File: src/rtl/apb_master_bridge.sv
// apb_master_bridge
//   Buffered APB3 requester. Commands arrive on a valid/ready stream, are
//   queued in a CMD_DEPTH-entry FIFO and issued one at a time as APB
//   transfers. Each transfer yields one response on a valid/ready stream,
//   carrying read data, slave error, and an optional access timeout.
//
// Ports
//   clk, rstn                       clock, asynchronous active-low reset
//   cmd_valid/ready/write/addr/wdata  command stream in (cmd_ready = !full)
//   rsp_valid/ready/rdata/err/timeout response stream out
//   paddr/pwrite/psel/penable/pwdata  APB request outputs
//   prdata/pready/pslverr             APB completion inputs
//   busy                              FIFO non-empty or transfer/response pending
module apb_master_bridge #(
  parameter int ADDR_W    = 32,
  parameter int DATA_W    = 32,
  parameter int CMD_DEPTH = 4,
  parameter int TIMEOUT   = 16
) (
  input  logic              clk,
  input  logic              rstn,
  input  logic              cmd_valid,
  output logic              cmd_ready,
  input  logic              cmd_write,
  input  logic [ADDR_W-1:0] cmd_addr,
  input  logic [DATA_W-1:0] cmd_wdata,
  output logic              rsp_valid,
  input  logic              rsp_ready,
  output logic [DATA_W-1:0] rsp_rdata,
  output logic              rsp_err,
  output logic              rsp_timeout,
  output logic [ADDR_W-1:0] paddr,
  output logic              pwrite,
  output logic              psel,
  output logic              penable,
  output logic [DATA_W-1:0] pwdata,
  input  logic [DATA_W-1:0] prdata,
  input  logic              pready,
  input  logic              pslverr,
  output logic              busy
);

  localparam int PTR_W = $clog2(CMD_DEPTH);
  localparam int CNT_W = (TIMEOUT > 1) ? $clog2(TIMEOUT) : 1;
  localparam int ENT_W = 1 + ADDR_W + DATA_W;
  localparam logic [PTR_W:0]   FIFO_FULL = (PTR_W + 1)'(CMD_DEPTH);
  localparam logic [CNT_W-1:0] TMO_LAST  = CNT_W'((TIMEOUT > 0) ? TIMEOUT - 1 : 0);

  typedef enum logic [1:0] {
    S_IDLE,
    S_SETUP,
    S_ACCESS,
    S_RESP
  } state_e;

  // Command FIFO
  logic [ENT_W-1:0] mem_q [CMD_DEPTH];
  logic [PTR_W-1:0] wr_ptr_q, wr_ptr_d;
  logic [PTR_W-1:0] rd_ptr_q, rd_ptr_d;
  logic [PTR_W:0]   count_q,  count_d;
  logic             fifo_empty;
  logic             push;
  logic             pop;
  logic [ENT_W-1:0] head;

  // FSM and registered outputs
  state_e           state_q, state_d;
  logic [CNT_W-1:0] tmo_cnt_q, tmo_cnt_d;
  logic [ADDR_W-1:0] paddr_q, paddr_d;
  logic              pwrite_q, pwrite_d;
  logic [DATA_W-1:0] pwdata_q, pwdata_d;
  logic              psel_q, psel_d;
  logic              penable_q, penable_d;
  logic              rsp_valid_q, rsp_valid_d;
  logic [DATA_W-1:0] rsp_rdata_q, rsp_rdata_d;
  logic              rsp_err_q, rsp_err_d;
  logic              rsp_timeout_q, rsp_timeout_d;

  assign fifo_empty = (count_q == '0);
  assign cmd_ready  = (count_q != FIFO_FULL);
  assign push       = cmd_valid && cmd_ready;
  assign head       = mem_q[rd_ptr_q];
  assign busy       = !fifo_empty || (state_q != S_IDLE);

  always_comb begin
    state_d       = state_q;
    tmo_cnt_d     = tmo_cnt_q;
    paddr_d       = paddr_q;
    pwrite_d      = pwrite_q;
    pwdata_d      = pwdata_q;
    psel_d        = psel_q;
    penable_d     = penable_q;
    rsp_valid_d   = rsp_valid_q;
    rsp_rdata_d   = rsp_rdata_q;
    rsp_err_d     = rsp_err_q;
    rsp_timeout_d = rsp_timeout_q;
    pop           = 1'b0;

    unique case (state_q)
      S_IDLE: begin
        if (!fifo_empty) begin
          pop       = 1'b1;
          psel_d    = 1'b1;
          penable_d = 1'b0;
          state_d   = S_SETUP;
        end
      end
      S_SETUP: begin
        penable_d = 1'b1;
        tmo_cnt_d = '0;
        state_d   = S_ACCESS;
      end
      S_ACCESS: begin
        // Completion is checked first so pready on the last allowed cycle wins.
        if (pready) begin
          rsp_rdata_d   = pwrite_q ? '0 : prdata;
          rsp_err_d     = pslverr;
          rsp_timeout_d = 1'b0;
          rsp_valid_d   = 1'b1;
          psel_d        = 1'b0;
          penable_d     = 1'b0;
          state_d       = S_RESP;
        end else if ((TIMEOUT != 0) && (tmo_cnt_q == TMO_LAST)) begin
          rsp_rdata_d   = '0;
          rsp_err_d     = 1'b1;
          rsp_timeout_d = 1'b1;
          rsp_valid_d   = 1'b1;
          psel_d        = 1'b0;
          penable_d     = 1'b0;
          state_d       = S_RESP;
        end else begin
          tmo_cnt_d = tmo_cnt_q + 1'b1;
        end
      end
      S_RESP: begin
        if (rsp_ready) begin
          rsp_valid_d = 1'b0;
          if (!fifo_empty) begin
            pop       = 1'b1;
            psel_d    = 1'b1;
            penable_d = 1'b0;
            state_d   = S_SETUP;
          end else begin
            state_d = S_IDLE;
          end
        end
      end
      default: state_d = S_IDLE;
    endcase

    // The APB request fields change only when a command is taken from the FIFO.
    if (pop) begin
      pwrite_d = head[ENT_W-1];
      paddr_d  = head[ADDR_W+DATA_W-1:DATA_W];
      pwdata_d = head[DATA_W-1:0];
    end

    wr_ptr_d = push ? wr_ptr_q + 1'b1 : wr_ptr_q;
    rd_ptr_d = pop  ? rd_ptr_q + 1'b1 : rd_ptr_q;
    unique case ({push, pop})
      2'b10:   count_d = count_q + 1'b1;
      2'b01:   count_d = count_q - 1'b1;
      default: count_d = count_q;
    endcase
  end

  always_ff @(posedge clk) begin
    if (push) begin
      mem_q[wr_ptr_q] <= {cmd_write, cmd_addr, cmd_wdata};
    end
  end

  always_ff @(posedge clk or negedge rstn) begin
    if (!rstn) begin
      state_q       <= S_IDLE;
      wr_ptr_q      <= '0;
      rd_ptr_q      <= '0;
      count_q       <= '0;
      tmo_cnt_q     <= '0;
      paddr_q       <= '0;
      pwrite_q      <= 1'b0;
      pwdata_q      <= '0;
      psel_q        <= 1'b0;
      penable_q     <= 1'b0;
      rsp_valid_q   <= 1'b0;
      rsp_rdata_q   <= '0;
      rsp_err_q     <= 1'b0;
      rsp_timeout_q <= 1'b0;
    end else begin
      state_q       <= state_d;
      wr_ptr_q      <= wr_ptr_d;
      rd_ptr_q      <= rd_ptr_d;
      count_q       <= count_d;
      tmo_cnt_q     <= tmo_cnt_d;
      paddr_q       <= paddr_d;
      pwrite_q      <= pwrite_d;
      pwdata_q      <= pwdata_d;
      psel_q        <= psel_d;
      penable_q     <= penable_d;
      rsp_valid_q   <= rsp_valid_d;
      rsp_rdata_q   <= rsp_rdata_d;
      rsp_err_q     <= rsp_err_d;
      rsp_timeout_q <= rsp_timeout_d;
    end
  end

  assign paddr       = paddr_q;
  assign pwrite      = pwrite_q;
  assign pwdata      = pwdata_q;
  assign psel        = psel_q;
  assign penable     = penable_q;
  assign rsp_valid   = rsp_valid_q;
  assign rsp_rdata   = rsp_rdata_q;
  assign rsp_err     = rsp_err_q;
  assign rsp_timeout = rsp_timeout_q;

endmodule

File: config.mk
export PLATFORM = sky130hd
export DESIGN_NAME = apb_master_bridge
export DESIGN_NICKNAME = d
export VERILOG_FILES = /design/src/rtl/apb_master_bridge.sv
export SDC_FILE = /design/constraint.sdc
export NUM_CORES = 1
export LEC_CHECK = 0
export BUFFER_PORTS_ARGS = -buffer_cell sky130_fd_sc_hd__buf_2
export CAP_MARGIN = 15
export CORE_MARGIN = 3
export CORE_UTILIZATION = 40
export DETAILED_ROUTE_END_ITERATION = 16
export HOLD_SLACK_MARGIN = 0.1
export PLACE_DENSITY = 0.62
export SYNTH_ARGS = -nofsm -noshare
export SYNTH_HDL_FRONTEND = slang
export SYNTH_SLANG_ARGS = --single-unit
File: constraint.sdc
create_clock -name clk -period 7.82 [get_ports clk]
set_input_delay 1.173 -clock clk [delete_from_list [all_inputs] [get_ports clk]]
set_output_delay 1.173 -clock clk [all_outputs]
set_load 0.005 [all_outputs]
==> results.cfg <==
[clock_tree]
cts-resized-gates = 0
clock_latency_ns = 0.54
path_clk_slew_ns = 0.06
root_buffer = clkbuf_16
numCtsBuffers = 40
h-tree-depth = 2
cts_post_setup_buffers_inserted = 0
cts.sinks = 375
hold_buffers = 0
cts_tree = yes
clock_path_buffers = 3

[sta]
hold_ws_ns = 0.488
relSlewSlack_pct = 44.8
skew_ns = 0.0170
maxSlewViolCount = 0
finalSetupTns_ns = 0
period_needed_ns = 2.91
rsz0062_at_grt = false
finalSetupViolCount = 0
finalHoldViolations = 0
fmax_ghz = 0.344
post-route-period-util_pct = 37.2
worstMarginPinSlew_ns = 0.829

[floorplan]
initial_core_util_pct = 40.6
ios = 207
fp.dieH_um = 194
rows = 68
fp.dieArea_um2 = 37400
core_um2 = 34600
die_width_um = 194

[pwr]
power.switching_mw = 1.94
p_leak_nw = 6.43
p_sw_share_pct = 28.5
p_per_area_nw_per_um2 = 405
p_clk_share_pct = 26.3
seqPwrFrac_pct = 44.6
irDropWorstVdd_mv = 0.232
total_power_mw = 6.83
pwr-share-comb_pct = 29.1
p_int_mw = 4.89

[synthesis]
synth_top_area_share_pct = 55.5
synth_commonest_cells = edfxtp_1, dfrtp_1, mux4_2
syn_inst = 651
ys_seq_area_share_pct = 76.0
ys.flop_type = edfxtp_1
synth_area_leaders = edfxtp_1, dfrtp_1, mux4_2
netlist_area_um2 = 14100
synth_edf_count = 260
avgSynthCellArea_um2 = 21.6
synth_cell_types = 34
ys_seq_elements = 375
synth_area_leader_cell = edfxtp_1
yosysMostFrequentCell = edfxtp_1
syn-num-nets = 766
synth_warnings = 0
synth-async-reset-ratio_pct = 30.7

[routing]
first_pass_iters = 4
totalWireLength_mm = 28.3
viasPerCell = 5.01
wire_per_inst_um = 20.7
drcViolationCount = 0
postRouteAntennaNets = 0
vias = 6858
drtIter0Drc = 319

[grt]
gr-total-overflow = 0
grt_use_total_pct = 15.3
antenna_found_initial = 7
grt_max_degree = 64
grt_pass1_wl_mm = 44.4
grt_pass1_vias = 7444

[flow_run]
max_cap_viol_count = 0

[setup_path]
cp_max_fo = 4
crit_required_ns = 6.65
critical_path_class = reg2out
end_kind = output port
worst_setup_path_start_kind = flip-flop
cp.arrival_ns = 1.74
r2r_cells = 6

[layout]
drive_gt1_share_pct = 45.5
fin_area_um2 = 16900
area_delta_synth_final_pct = 19.9
nets = 995
fillers = 2868

[placed_design]
port_buffers = 206
place_area_um2 = 15600
place_hpwl_mm = 16.3
place_congestion = 0.806

[worst_hold_path]
hold_depth = 2
holdCritPathClass = reg2reg

[outcome]
status = finished, final reports clean
==> layout make-up <==
class,instances,area [um^2],area share [%]
well taps,455,569,3.38
flip-flops and latches,375,10700,63.4
multi-input cells,236,3150,18.7
repair buffers,217,1140,6.76
inverters,10,37.5,0.223
diodes,4,10.0,0.0594
clock inverters,13,103,0.609
clock buffers,59,1150,6.84
==> critical path: stages, from the launching register on <==
cell	delay (ns)
dfrtp_1	0.41
nor3_1	0.41
nand2_1	0.20
buf_2	0.18
==> layout by cell type, fill, tap and decap left out, drive strengths merged, types with 8 or more instances in the layout <==
| cell type | Yosys | layout |
|---|---|---|
| inv | 10 | 11 |
| dfrtp | 115 | 115 |
| a22o | 32 | 32 |
| buf | 25 | 217 |
| nand2 | 10 | 10 |
| clkbuf | 5 | 59 |
| a21oi | 8 | 8 |
| mux2 | 67 | 67 |
| mux4 | 65 | 65 |
| ha | 11 | 11 |
| edfxtp | 260 | 260 |
==> power by group through the flow <==
stage / logic [mW] / clock network (mW) / registers (mW)
after global routing: 2.18 / 1.94 / 3.12
after CTS: 2.04 / 1.86 / 3.06
after detailed placement: 2.04 / 0 / 3.09
after global placement: 2.00 / 0 / 3.08
after floorplan: 1.44 / 0 / 3.00
final: 1.99 / 1.80 / 3.05
==> final timing paths <==
check	slack (ns)	startpoint	endpoint
max	4.91	count_q[0]$_DFFE_PN0P_	busy
min	0.49	rsp_err$_DFFE_PN0P_	rsp_err$_DFFE_PN0P_
max reg2reg	5.02	state_q[0]$_DFFE_PN0P_	pwdata[7]$_DFFE_PN0P_
min reg2reg	0.49	rsp_err$_DFFE_PN0P_	rsp_err$_DFFE_PN0P_
max in group asynchronous	5.88	rstn	rd_ptr_q[0]$_DFFE_PN0P_
min in group asynchronous	0.63	rstn	rsp_rdata[27]$_DFFE_PN0P_
==> per-stage QoR <==
step / utilization [%] / cells / worst slack (ns)
3_5_place_dp: 45.0 / 1293 / 4.54
5_1_grt: 48.7 / 1368 / 4.76
4_1_cts: 48.6 / 1365 / 4.86
2_1_floorplan: - / 651 / 4.65
3_3_place_gp: 44.9 / 1292 / 4.57
6_report: 48.7 / 1369 / 4.91
==> logic make-up after synthesis <==
family | after synthesis | synth area share, %
AOI/OAI and AO/OA | 51 | 2.78
xor gates and xnor gates | 7 | 0.436
adders and majority gates | 12 | 1.12
buffers and inverters | 40 | 1.82
DFF | 375 | 76.0
muxes | 134 | 16.7
and+or+nand+nor | 32 | 1.19
==> metal layers <==
layer  GRT usage (%)  wire [um]
met4            5.30        550
met5               0         28
met1            20.0      12100
met2            24.3      13400
met3            5.14       2170
==> flip-flops by register name, summed over array words and instances, names as in the netlist <==
register     count
wr_ptr_q         2
rd_ptr_q         2
psel             1
state_q          2
rsp_rdata       32
pwrite           1
paddr           32
penable          1
rsp_err          1
tmo_cnt_q        4
count_q          3
mem_q          260
rsp_valid        1
pwdata          32
rsp_timeout      1
No activity file was read; power rests on OpenSTA's default activity.
